===== config.mk =====
export PLATFORM = sky130hd
export DESIGN_NAME = sprite_line_sequencer
export DESIGN_NICKNAME = d
export VERILOG_FILES = /design/src/rtl/sprite_line_sequencer_pkg.sv /design/src/rtl/sprite_line_sequencer_desc_decode.sv /design/src/rtl/sprite_line_sequencer.sv
export SDC_FILE = /design/constraint.sdc
export NUM_CORES = 1
export LEC_CHECK = 0
export ABC_AREA = 1
export BUFFER_PORTS_ARGS = -buffer_cell sky130_fd_sc_hd__buf_2
export CAP_MARGIN = 0
export CORE_ASPECT_RATIO = 0.5
export CORE_MARGIN = 2
export CORE_UTILIZATION = 59
export CTS_CLUSTER_SIZE = 8
export DETAILED_ROUTE_END_ITERATION = 10
export PLACE_DENSITY = 0.91
export SLEW_MARGIN = 20
export SYNTH_ARGS = -nofsm -noshare
export SYNTH_HDL_FRONTEND = slang
export SYNTH_SLANG_ARGS = --single-unit

===== constraint.sdc =====
create_clock -name clk -period 8.02 [get_ports clk]
set_clock_uncertainty 0.1 [all_clocks]
set_input_delay 1.604 -clock clk [delete_from_list [all_inputs] [get_ports clk]]
set_output_delay 1.604 -clock clk [all_outputs]
set_load 0.005 [all_outputs]

===== src/rtl/sprite_line_sequencer_pkg.sv =====
// ============================================================================
// Module      : sprite_line_sequencer_pkg
// Description : Shared state encoding, descriptor layout and sprite geometry
//               for the sprite line sequencer.
// Revision    : 1.0 - initial release
// ============================================================================
`default_nettype none

package sprite_line_sequencer_pkg;

    typedef enum logic [2:0] {
        ST_IDLE     = 3'd0,
        ST_SETUP    = 3'd1,
        ST_RUN      = 3'd2,
        ST_DONE     = 3'd3,
        ST_WAIT_LOW = 3'd4
    } state_t;

    localparam int DESC_VISIBLE_BIT = 31;
    localparam int DESC_INDEX_MSB   = 30;
    localparam int DESC_INDEX_LSB   = 22;
    localparam int DESC_X_MSB       = 21;
    localparam int DESC_X_LSB       = 12;
    localparam int DESC_Y_MSB       = 11;
    localparam int DESC_Y_LSB       = 3;
    localparam int DESC_HFLIP_BIT   = 2;

    localparam int SPRITE_DIM   = 20;
    localparam int SPRITE_WORDS = 400;
    localparam int SCREEN_X     = 480;

endpackage

`default_nettype wire


===== src/rtl/sprite_line_sequencer_desc_decode.sv =====
// ============================================================================
// Module      : sprite_desc_decode
// Description : Combinational descriptor field extraction plus sprite row
//               computation and row range check.
// Revision    : 1.0 - initial release
// ============================================================================
`default_nettype none

module sprite_desc_decode
    import sprite_line_sequencer_pkg::*;
#(
    parameter int SIZE_X = 10,
    parameter int SIZE_Y = 9
) (
    input  logic [31:0]       i_desc,
    input  logic [SIZE_Y-1:0] i_pixel_y,
    output logic              o_visible,
    output logic [8:0]        o_sprite_index,
    output logic [SIZE_X-1:0] o_sprite_x,
    output logic              o_hflip,
    output logic [SIZE_Y:0]   o_row,
    output logic              o_row_in_range
);

    logic [SIZE_Y-1:0] w_sprite_y;
    logic              w_unused_reserved;

    assign o_visible      = i_desc[DESC_VISIBLE_BIT];
    assign o_sprite_index = i_desc[DESC_INDEX_MSB:DESC_INDEX_LSB];
    assign o_sprite_x     = SIZE_X'(i_desc[DESC_X_MSB:DESC_X_LSB]);
    assign w_sprite_y     = SIZE_Y'(i_desc[DESC_Y_MSB:DESC_Y_LSB]);
    assign o_hflip        = i_desc[DESC_HFLIP_BIT];
    assign w_unused_reserved = ^i_desc[1:0];

    // One extra bit so a scan line above the sprite shows up as negative.
    assign o_row          = {1'b0, i_pixel_y} - {1'b0, w_sprite_y};
    assign o_row_in_range = !o_row[SIZE_Y] && (o_row < (SIZE_Y+1)'(SPRITE_DIM));

endmodule

`default_nettype wire


===== src/rtl/sprite_line_sequencer.sv =====
// ============================================================================
// Module      : sprite_line_sequencer
// Description : Emits the frame-memory addresses of one sprite line, one per
//               accepted beat. Optional horizontal flip: SPRITE_SEQ_HFLIP_EN.
// Revision    : 1.0 - initial release
// ============================================================================
`default_nettype none

module sprite_line_sequencer
    import sprite_line_sequencer_pkg::*;
#(
    parameter int SIZE_X       = 10,
    parameter int SIZE_Y       = 9,
    parameter int SIZE_ADDRESS = 17
) (
    input  logic                    clk,
    input  logic                    reset,
    input  logic                    sprite_on,
    input  logic [31:0]             sprite_datas,
    input  logic [SIZE_Y-1:0]       pixel_y,
    input  logic                    mem_ready,
    output logic [SIZE_ADDRESS-1:0] memory_address,
    output logic                    addr_valid,
    output logic [4:0]              col_index,
    output logic                    count_finished,
    output logic                    busy,
    output logic                    row_error
);

    state_t                  r_state;
    state_t                  w_state_next;
    logic [31:0]             r_desc;
    logic [SIZE_Y-1:0]       r_pixel_y;
    logic [SIZE_ADDRESS-1:0] r_base;
    logic [4:0]              r_col;
    logic                    r_row_error;

    logic                    w_visible;
    logic [8:0]              w_sprite_index;
    logic [SIZE_X-1:0]       w_sprite_x;
    logic                    w_hflip;
    logic [SIZE_Y:0]         w_row;
    logic                    w_row_in_range;
    logic [SIZE_ADDRESS-1:0] w_base;
    logic [SIZE_X:0]         w_x_next;
    logic                    w_last;
    logic [4:0]              w_col_offset;

    sprite_desc_decode #(
        .SIZE_X (SIZE_X),
        .SIZE_Y (SIZE_Y)
    ) u_decode (
        .i_desc         (r_desc),
        .i_pixel_y      (r_pixel_y),
        .o_visible      (w_visible),
        .o_sprite_index (w_sprite_index),
        .o_sprite_x     (w_sprite_x),
        .o_hflip        (w_hflip),
        .o_row          (w_row),
        .o_row_in_range (w_row_in_range)
    );

    assign w_base = (SIZE_ADDRESS'(w_sprite_index) * SIZE_ADDRESS'(SPRITE_WORDS))
                  + (SIZE_ADDRESS'(w_row) * SIZE_ADDRESS'(SPRITE_DIM));

    // Last beat of the line: final column, or the next column would be off-screen.
    assign w_x_next = (SIZE_X+1)'(w_sprite_x) + (SIZE_X+1)'(r_col) + (SIZE_X+1)'(1);
    assign w_last   = (r_col == 5'(SPRITE_DIM - 1)) || (w_x_next >= (SIZE_X+1)'(SCREEN_X));

`ifdef SPRITE_SEQ_HFLIP_EN
    assign w_col_offset = w_hflip ? (5'(SPRITE_DIM - 1) - r_col) : r_col;
`else
    logic w_unused_hflip;
    assign w_unused_hflip = w_hflip;
    assign w_col_offset   = r_col;
`endif

    always_ff @(posedge clk or negedge reset) begin
        if (!reset) begin
            r_state     <= ST_IDLE;
            r_desc      <= '0;
            r_pixel_y   <= '0;
            r_base      <= '0;
            r_col       <= '0;
            r_row_error <= 1'b0;
        end else begin
            r_state <= w_state_next;
            case (r_state)
                ST_IDLE: begin
                    if (sprite_on) begin
                        r_desc    <= sprite_datas;
                        r_pixel_y <= pixel_y;
                    end
                end
                ST_SETUP: begin
                    r_base <= w_base;
                    r_col  <= '0;
                    if (w_visible && !w_row_in_range) begin
                        r_row_error <= 1'b1;
                    end
                end
                ST_RUN: begin
                    // A falling sprite_on aborts the line, so that beat is not counted.
                    if (sprite_on && mem_ready && !w_last) begin
                        r_col <= r_col + 5'd1;
                    end
                end
                default: ;
            endcase
        end
    end

    always_comb begin
        w_state_next   = r_state;
        addr_valid     = 1'b0;
        count_finished = 1'b0;
        busy           = 1'b1;
        case (r_state)
            ST_IDLE: begin
                busy = 1'b0;
                if (sprite_on) begin
                    w_state_next = ST_SETUP;
                end
            end
            ST_SETUP: begin
                if (!w_visible || !w_row_in_range) begin
                    w_state_next = ST_DONE;
                end else begin
                    w_state_next = ST_RUN;
                end
            end
            ST_RUN: begin
                addr_valid = 1'b1;
                if (!sprite_on) begin
                    w_state_next = ST_IDLE;
                end else if (mem_ready && w_last) begin
                    w_state_next = ST_DONE;
                end
            end
            ST_DONE: begin
                count_finished = 1'b1;
                w_state_next   = sprite_on ? ST_WAIT_LOW : ST_IDLE;
            end
            ST_WAIT_LOW: begin
                if (!sprite_on) begin
                    w_state_next = ST_IDLE;
                end
            end
            default: begin
                w_state_next = ST_IDLE;
            end
        endcase
    end

    assign memory_address = addr_valid ? (r_base + SIZE_ADDRESS'(w_col_offset)) : '0;
    assign col_index      = r_col;
    assign row_error      = r_row_error;

endmodule

`default_nettype wire


Yosys cells after proc, flatten, opt, wreduce, memory -nomap -nowiden
Index checks and enable logic that the tools add are counted.
{"block": "op_classes", "n_reduce_logical": 17, "n_lt_le_gt_ge": 2, "n_addsub": 6, "n_eq_ne": 9, "multipliers": 2, "muxes": 13}
{"op": "17-bit by 15-bit adder with 17-bit output", "count": 1}
{"op": "17-bit by 5-bit adder with 17-bit output", "count": 1}
{"op": "17-bit 2-to-1 mux", "count": 1}
{"op": "3-bit 2-to-1 mux", "count": 5}
{"op": "3-bit case mux with 5 select lines", "count": 1}
{"op": "10-bit by 3-bit multiplier with 13-bit output (second input constant)", "count": 1}
{"op": "9-bit by 5-bit multiplier with 13-bit output (second input constant)", "count": 1}
{"op": "10-bit by 5-bit adder with 11-bit output", "count": 1}
{"op": "11-bit by 1-bit adder with 11-bit output (second input constant)", "count": 1}
{"op": "11-bit by 9-bit >= comparator with 1-bit output (second input constant)", "count": 1}
{"op": "10-bit by 5-bit < comparator with 1-bit output (second input constant)", "count": 1}
{"op": "5-bit case mux with 2 select lines", "count": 1}
{"op": "9-bit by 9-bit subtractor with 10-bit output", "count": 1}
{"op": "3-bit by 2-bit equality test with 1-bit output (second input constant)", "count": 2}
{"op": "2-bit != test (second input constant)", "count": 3}
{"op": "2-bit AND reduction", "count": 3}
{"op": "5-bit by 1-bit adder with 5-bit output (second input constant)", "count": 1}
{"op": "5-bit equality test (second input constant)", "count": 1}
{"op": "1-bit logical AND", "count": 5}
{"op": "5-bit 2-to-1 mux", "count": 1}
{"op": "1-bit logical NOT", "count": 4}
{"op": "1-bit 2-to-1 mux", "count": 4}
{"op": "3-bit by 1-bit equality test with 1-bit output (second input constant)", "count": 1}
{"op": "3-bit equality test (second input constant)", "count": 1}
{"op": "other kinds (5)", "count": 6}
{"block": "word_totals", "elab_cells": 55, "register_bits": 67, "output_inout_bits": 26, "input_bits": 45}

Depth between registers and ports, before layout
{"block": "logic_depth", "word_depth": 8, "ltp_mapped": 31, "depth_no_buf": 31}

Modules after synthesis
From an unflattened synthesis, not the netlist that was laid out.
{"block": "hier_totals", "cells_unflattened": 695, "hier_area_um2": 5616.6}
{"mod": "sprite_line_sequencer", "area_per_inst_um2": 4893.4, "seq_area_each_um2": 1626.6, "instances": 1, "cells_per_inst": 564}
{"mod": "sprite_desc_decode", "area_per_inst_um2": 723.2, "seq_area_each_um2": 0.0, "instances": 1, "cells_per_inst": 131}

Worst setup path before layout
OpenSTA, ideal clock, no wires.
{"block": "synth_path", "path_kind": "register to register", "from": "reg r_desc[3]", "to": "reg r_base[16]", "arrival_ns": 3.833, "path_buffers": 0, "setup_time_ns": 0.117, "required_ns": 7.803, "path_stages_with_launch": 26, "setup_slack_ns": 3.969, "period_less_slack_ns": 4.051, "path_cell_list": "dfrtp_1 ha_1 fa_1 inv_1 nand3_1 nand2_1 xor2_2 ha_1 inv_1 fa_1 o21ai_0 a21oi_1 nor2_1 nor2_1 xor2_1 inv_1 ha_1 nand2_1 nor2_1 nand3_1 nand3_1 nand2_1 nand2_1 nand3_1 nand3_1 nand2_1"}
{"block": "synth_between", "elab_chain_len": 3}
{"item": "start, declared", "line": "sprite_line_sequencer.sv:32", "rtl": "logic [31:0] r_desc;"}
{"item": "start signal, assigned", "line": "sprite_line_sequencer.sv:91", "rtl": "r_desc <= sprite_datas;"}
{"item": "9-bit by 9-bit subtractor with 10-bit output", "line": "sprite_line_sequencer_desc_decode.sv:36", "rtl": "assign o_row = {1'b0, i_pixel_y} - {1'b0, w_sprite_y};"}
{"item": "10-bit by 3-bit multiplier with 13-bit output", "line": "sprite_line_sequencer.sv:64", "rtl": "+ (SIZE_ADDRESS'(w_row) * SIZE_ADDRESS'(SPRITE_DIM));"}
{"item": "17-bit by 15-bit adder with 17-bit output", "line": "sprite_line_sequencer.sv:64"}
{"item": "end signal, assigned", "line": "sprite_line_sequencer.sv:96", "rtl": "r_base <= w_base;"}
{"item": "end, declared", "line": "sprite_line_sequencer.sv:34", "rtl": "logic [SIZE_ADDRESS-1:0] r_base;"}
No other way between the ends.
A chain may end at the register's enable or synchronous reset.

Worst setup path in the final report
{"block": "layout_path", "from": "reg r_desc[3]", "to": "reg r_base[15]"}
The elaborated chain is that of the path after synthesis.

==> results_dict.tcl <==
set metrics [dict create \
    die_w_um 138.3 \
    cts_setup_buffers 0 \
    dr.pass1.iters 8 \
    start_kind "register" \
    synthToLayoutAreaGrowth_pct 13.90 \
    seqCellArea_mm2 0.001551 \
    placed_cell_area_mm2 0.005756 \
    dr.first_iter.drc_count 391 \
    postRouteWirelength_um 12660 \
    synth_top_family_by_area "simple AND/OR/NAND/NOR gates" \
    setup_tns_ns 0 \
    final.period_utilization_pct 57.15 \
    start_util_pct 60.87 \
    num_io_pins 71 \
    antenna_found_initial 0 \
    via_per_inst 5.501 \
    grt_max_degree 63 \
    grt_pass1_wl_um 20580 \
    r2r_slack_ns 3.44 \
    syn_inst 687 \
    tightest_slew_ns 1.040 \
    slew_headroom_pct 30.61 \
    crit_required_ns 8.15 \
    reg2reg_from "r_desc[3]" \
    ys_types 41 \
    critPathCapture "r_base[15]" \
    cts_buffer_depth 2 \
    hold_violations 0 \
    overflow 0 \
    grt_pass1_vias 4409 \
    path_class "reg -> reg" \
    fp-row-count 24 \
    netlist_area_mm2 0.005319 \
    worstSetupEndpointType "register" \
    period_minus_slack_ns 4.584 \
    startpoint "r_desc[3]" \
    multi_input_area_mm2 0.003309 \
    drive_above_1_share_pct 16.95 \
    finalMaxSlewViolations 0 \
    cts_buffers 9 \
    clock-sinks 62 \
    clk_pin_slew_ns 0.06 \
    syn_nets 811 \
    synth_simple_gate_area_share_pct 23.85 \
    ys_seq_area_share_pct 29.17 \
    rsz0062_at_grt "false" \
    htreeDepth 3 \
    n_fill_cell 652 \
    min_path_type "reg -> reg" \
    cts_resized 0 \
    critPathArrivalTime_ns 4.71 \
    reg2reg_to "r_base[15]" \
    maxCapViolCount 0 \
    cts_tree "yes" \
    grtUsageTotal_pct 26.17 \
    route.detailed.drc 0 \
    synth-seq-cells 62 \
    design.die.area_mm2 0.009837 \
    hold_buffers 0 \
    syn_avg_cell_area_um2 7.742 \
    root_buffer "clkbuf_16" \
    hpwl_um 9614 \
    numPortBuffers 67 \
    finalSetupViolCount 0 \
    yosys_warnings 0 \
    die-height_um 71.14 \
    core_area_mm2 0.008738 \
    n_antenna_cell 0 \
    outcome "complete, no violations" \
    fmax_mhz 218.2 \
    vias 4830 \
    ant_nets 0 \
    reg2regPathDepth 23 \
    final_area_mm2 0.006058 \
    nNetsFinal 880 \
    wl_per_cell_um 14.41 \
    synth_xor_area_share_pct 4.093 \
    clock_latency_ns 0.34 \
    critPathMaxFanout 4 \
    synth_compound_area_share_pct 9.692 \
    yosys-mux-area-fraction_pct 4.869 \
    synth_fa_ha_area_share_pct 19.71 \
    routabilityCongestion 0.8995 \
]
Yosys cell counts (all sizes together):
master	instances	share of area [%]
o21ai	29	2.7
buf	7	0.78
a21boi	2	0.35
nand3	47	4.6
nor4	2	0.24
nand2	141	10
fa	8	3.0
a21oi	56	5.4
nor2	71	5.3
dfrtp	62	29
a31oi	3	0.35
nand4	6	0.94
o21bai	1	0.14
ha	71	17
nor3	10	1.6
mux2	23	4.9
o311ai	1	0.16
nand3b	4	0.56
o22ai	1	0.12
o31ai	1	0.14
a21o	1	0.14
xor2	14	2.4
xnor2	10	1.6
or2	3	0.35
nor3b	1	0.24
inv	108	7.6
o211ai	1	0.14
clkbuf	3	0.21
worst min path at each step:
stage | start | to | slack (ns) | cells after the start
3_5_place_dp | r_base[2] | r_base[2] | 0.39 | 2
2_1_floorplan | r_base[4] | r_base[4] | 0.35 | 2
6_report | r_base[2] | r_base[2] | 0.39 | 2
3_3_place_gp | r_base[4] | r_base[4] | 0.36 | 2
4_1_cts | r_base[2] | r_base[2] | 0.40 | 2
5_1_grt | row_error | row_error | 0.42 | 1
kinds of logic (layout without fill, tap and decap cells):
kind of cell,after synthesis,in the layout
AO/OA/AOI/OAI,96,96
XOR/XNOR,24,24
AND/OR/NAND/NOR,285,285
multiplexers,23,23
flip-flops,62,62
adder cells (fa/ha/maj),79,79
buffers and inverters,118,192
cells in the final DEF, fill, tap and decap left out, types with 2 or more instances in the layout:
master     synthesis  layout
inv_1            104     104
xor2_1            13      13
or2_2              2       2
dfrtp_1           62      62
inv_2              4       4
fa_1               8       8
a31oi_1            3       3
ha_1              71      71
clkbuf_1           3       2
nand2_1          139     139
nand4_2            2       2
nor2_1            67      67
nor4_1             2       2
nand2_2            2       2
a21oi_2            2       2
a21oi_1           54      54
nand4_1            4       4
nor3_1             7       7
o21ai_0           28      28
mux2_2            23      23
nand3_2            2       2
xnor2_1           10      10
nor3_4             3       3
buf_2              6      67
clkbuf_8           0       2
nor2_2             3       3
nand3b_1           4       4
nand3_1           45      45
clkbuf_16          0       9
state kept, by name (all words and copies together) (netlist names):
signal and cells:
col_index 5, r_state 3, r_desc 29, r_pixel_y 9, row_error 1, r_base 15
per-stage QoR:
step	std cells	setup slack [ns]	util, %	hold WS [ns]
global route	878	3.028	69.33	0.4202
floorplan	687	3.969	-	0.3459
global placement	862	3.579	65.86	0.3635
CTS	878	3.461	69.33	0.4004
finish	878	3.436	69.33	0.3947
detailed placement	862	3.519	65.86	0.3872
worst max-delay path, stage by stage, from the launching register on:
cell and delay, ns:
dfrtp_1 0.39, ha_1 0.24, fa_1 0.41, inv_1 0.10, nand3_1 0.07, nand2_1 0.13
nand2_1 0.09, nand2_1 0.06, nand2_1 0.08, a21oi_1 0.18, nor2_1 0.07, ha_1 0.34
inv_1 0.10, o311ai_0 0.59, xnor2_1 0.18, inv_1 0.10, ha_1 0.37, inv_1 0.10
o21ai_0 0.14, a31oi_1 0.19, nand3_1 0.10, or2_1 0.23, nand3_1 0.06, nand2_1 0.06
layer usage:
layer  part of all wire (%)  vias to the layer above  track usage (%)
met4                    1.9                        0            8.277
met5                      0                        -                0
li1                       -                     2387                -
met3                    7.0                       29            5.213
met1                     43                     2229            33.87
met2                     48                      185            45.10
final cells by class:
class / instances / share of cell area, %
multi-input cells: 507 / 54.63
flip-flops and latches: 62 / 25.61
inverters: 108 / 6.691
repair buffers: 68 / 5.659
clock buffers: 13 / 4.296
well taps: 117 / 2.416
clock inverters: 3 / 0.7022
Power is left out: the tool's default activity adds up to more than one toggle a clock period on the data nets, which glitch-free logic cannot reach.
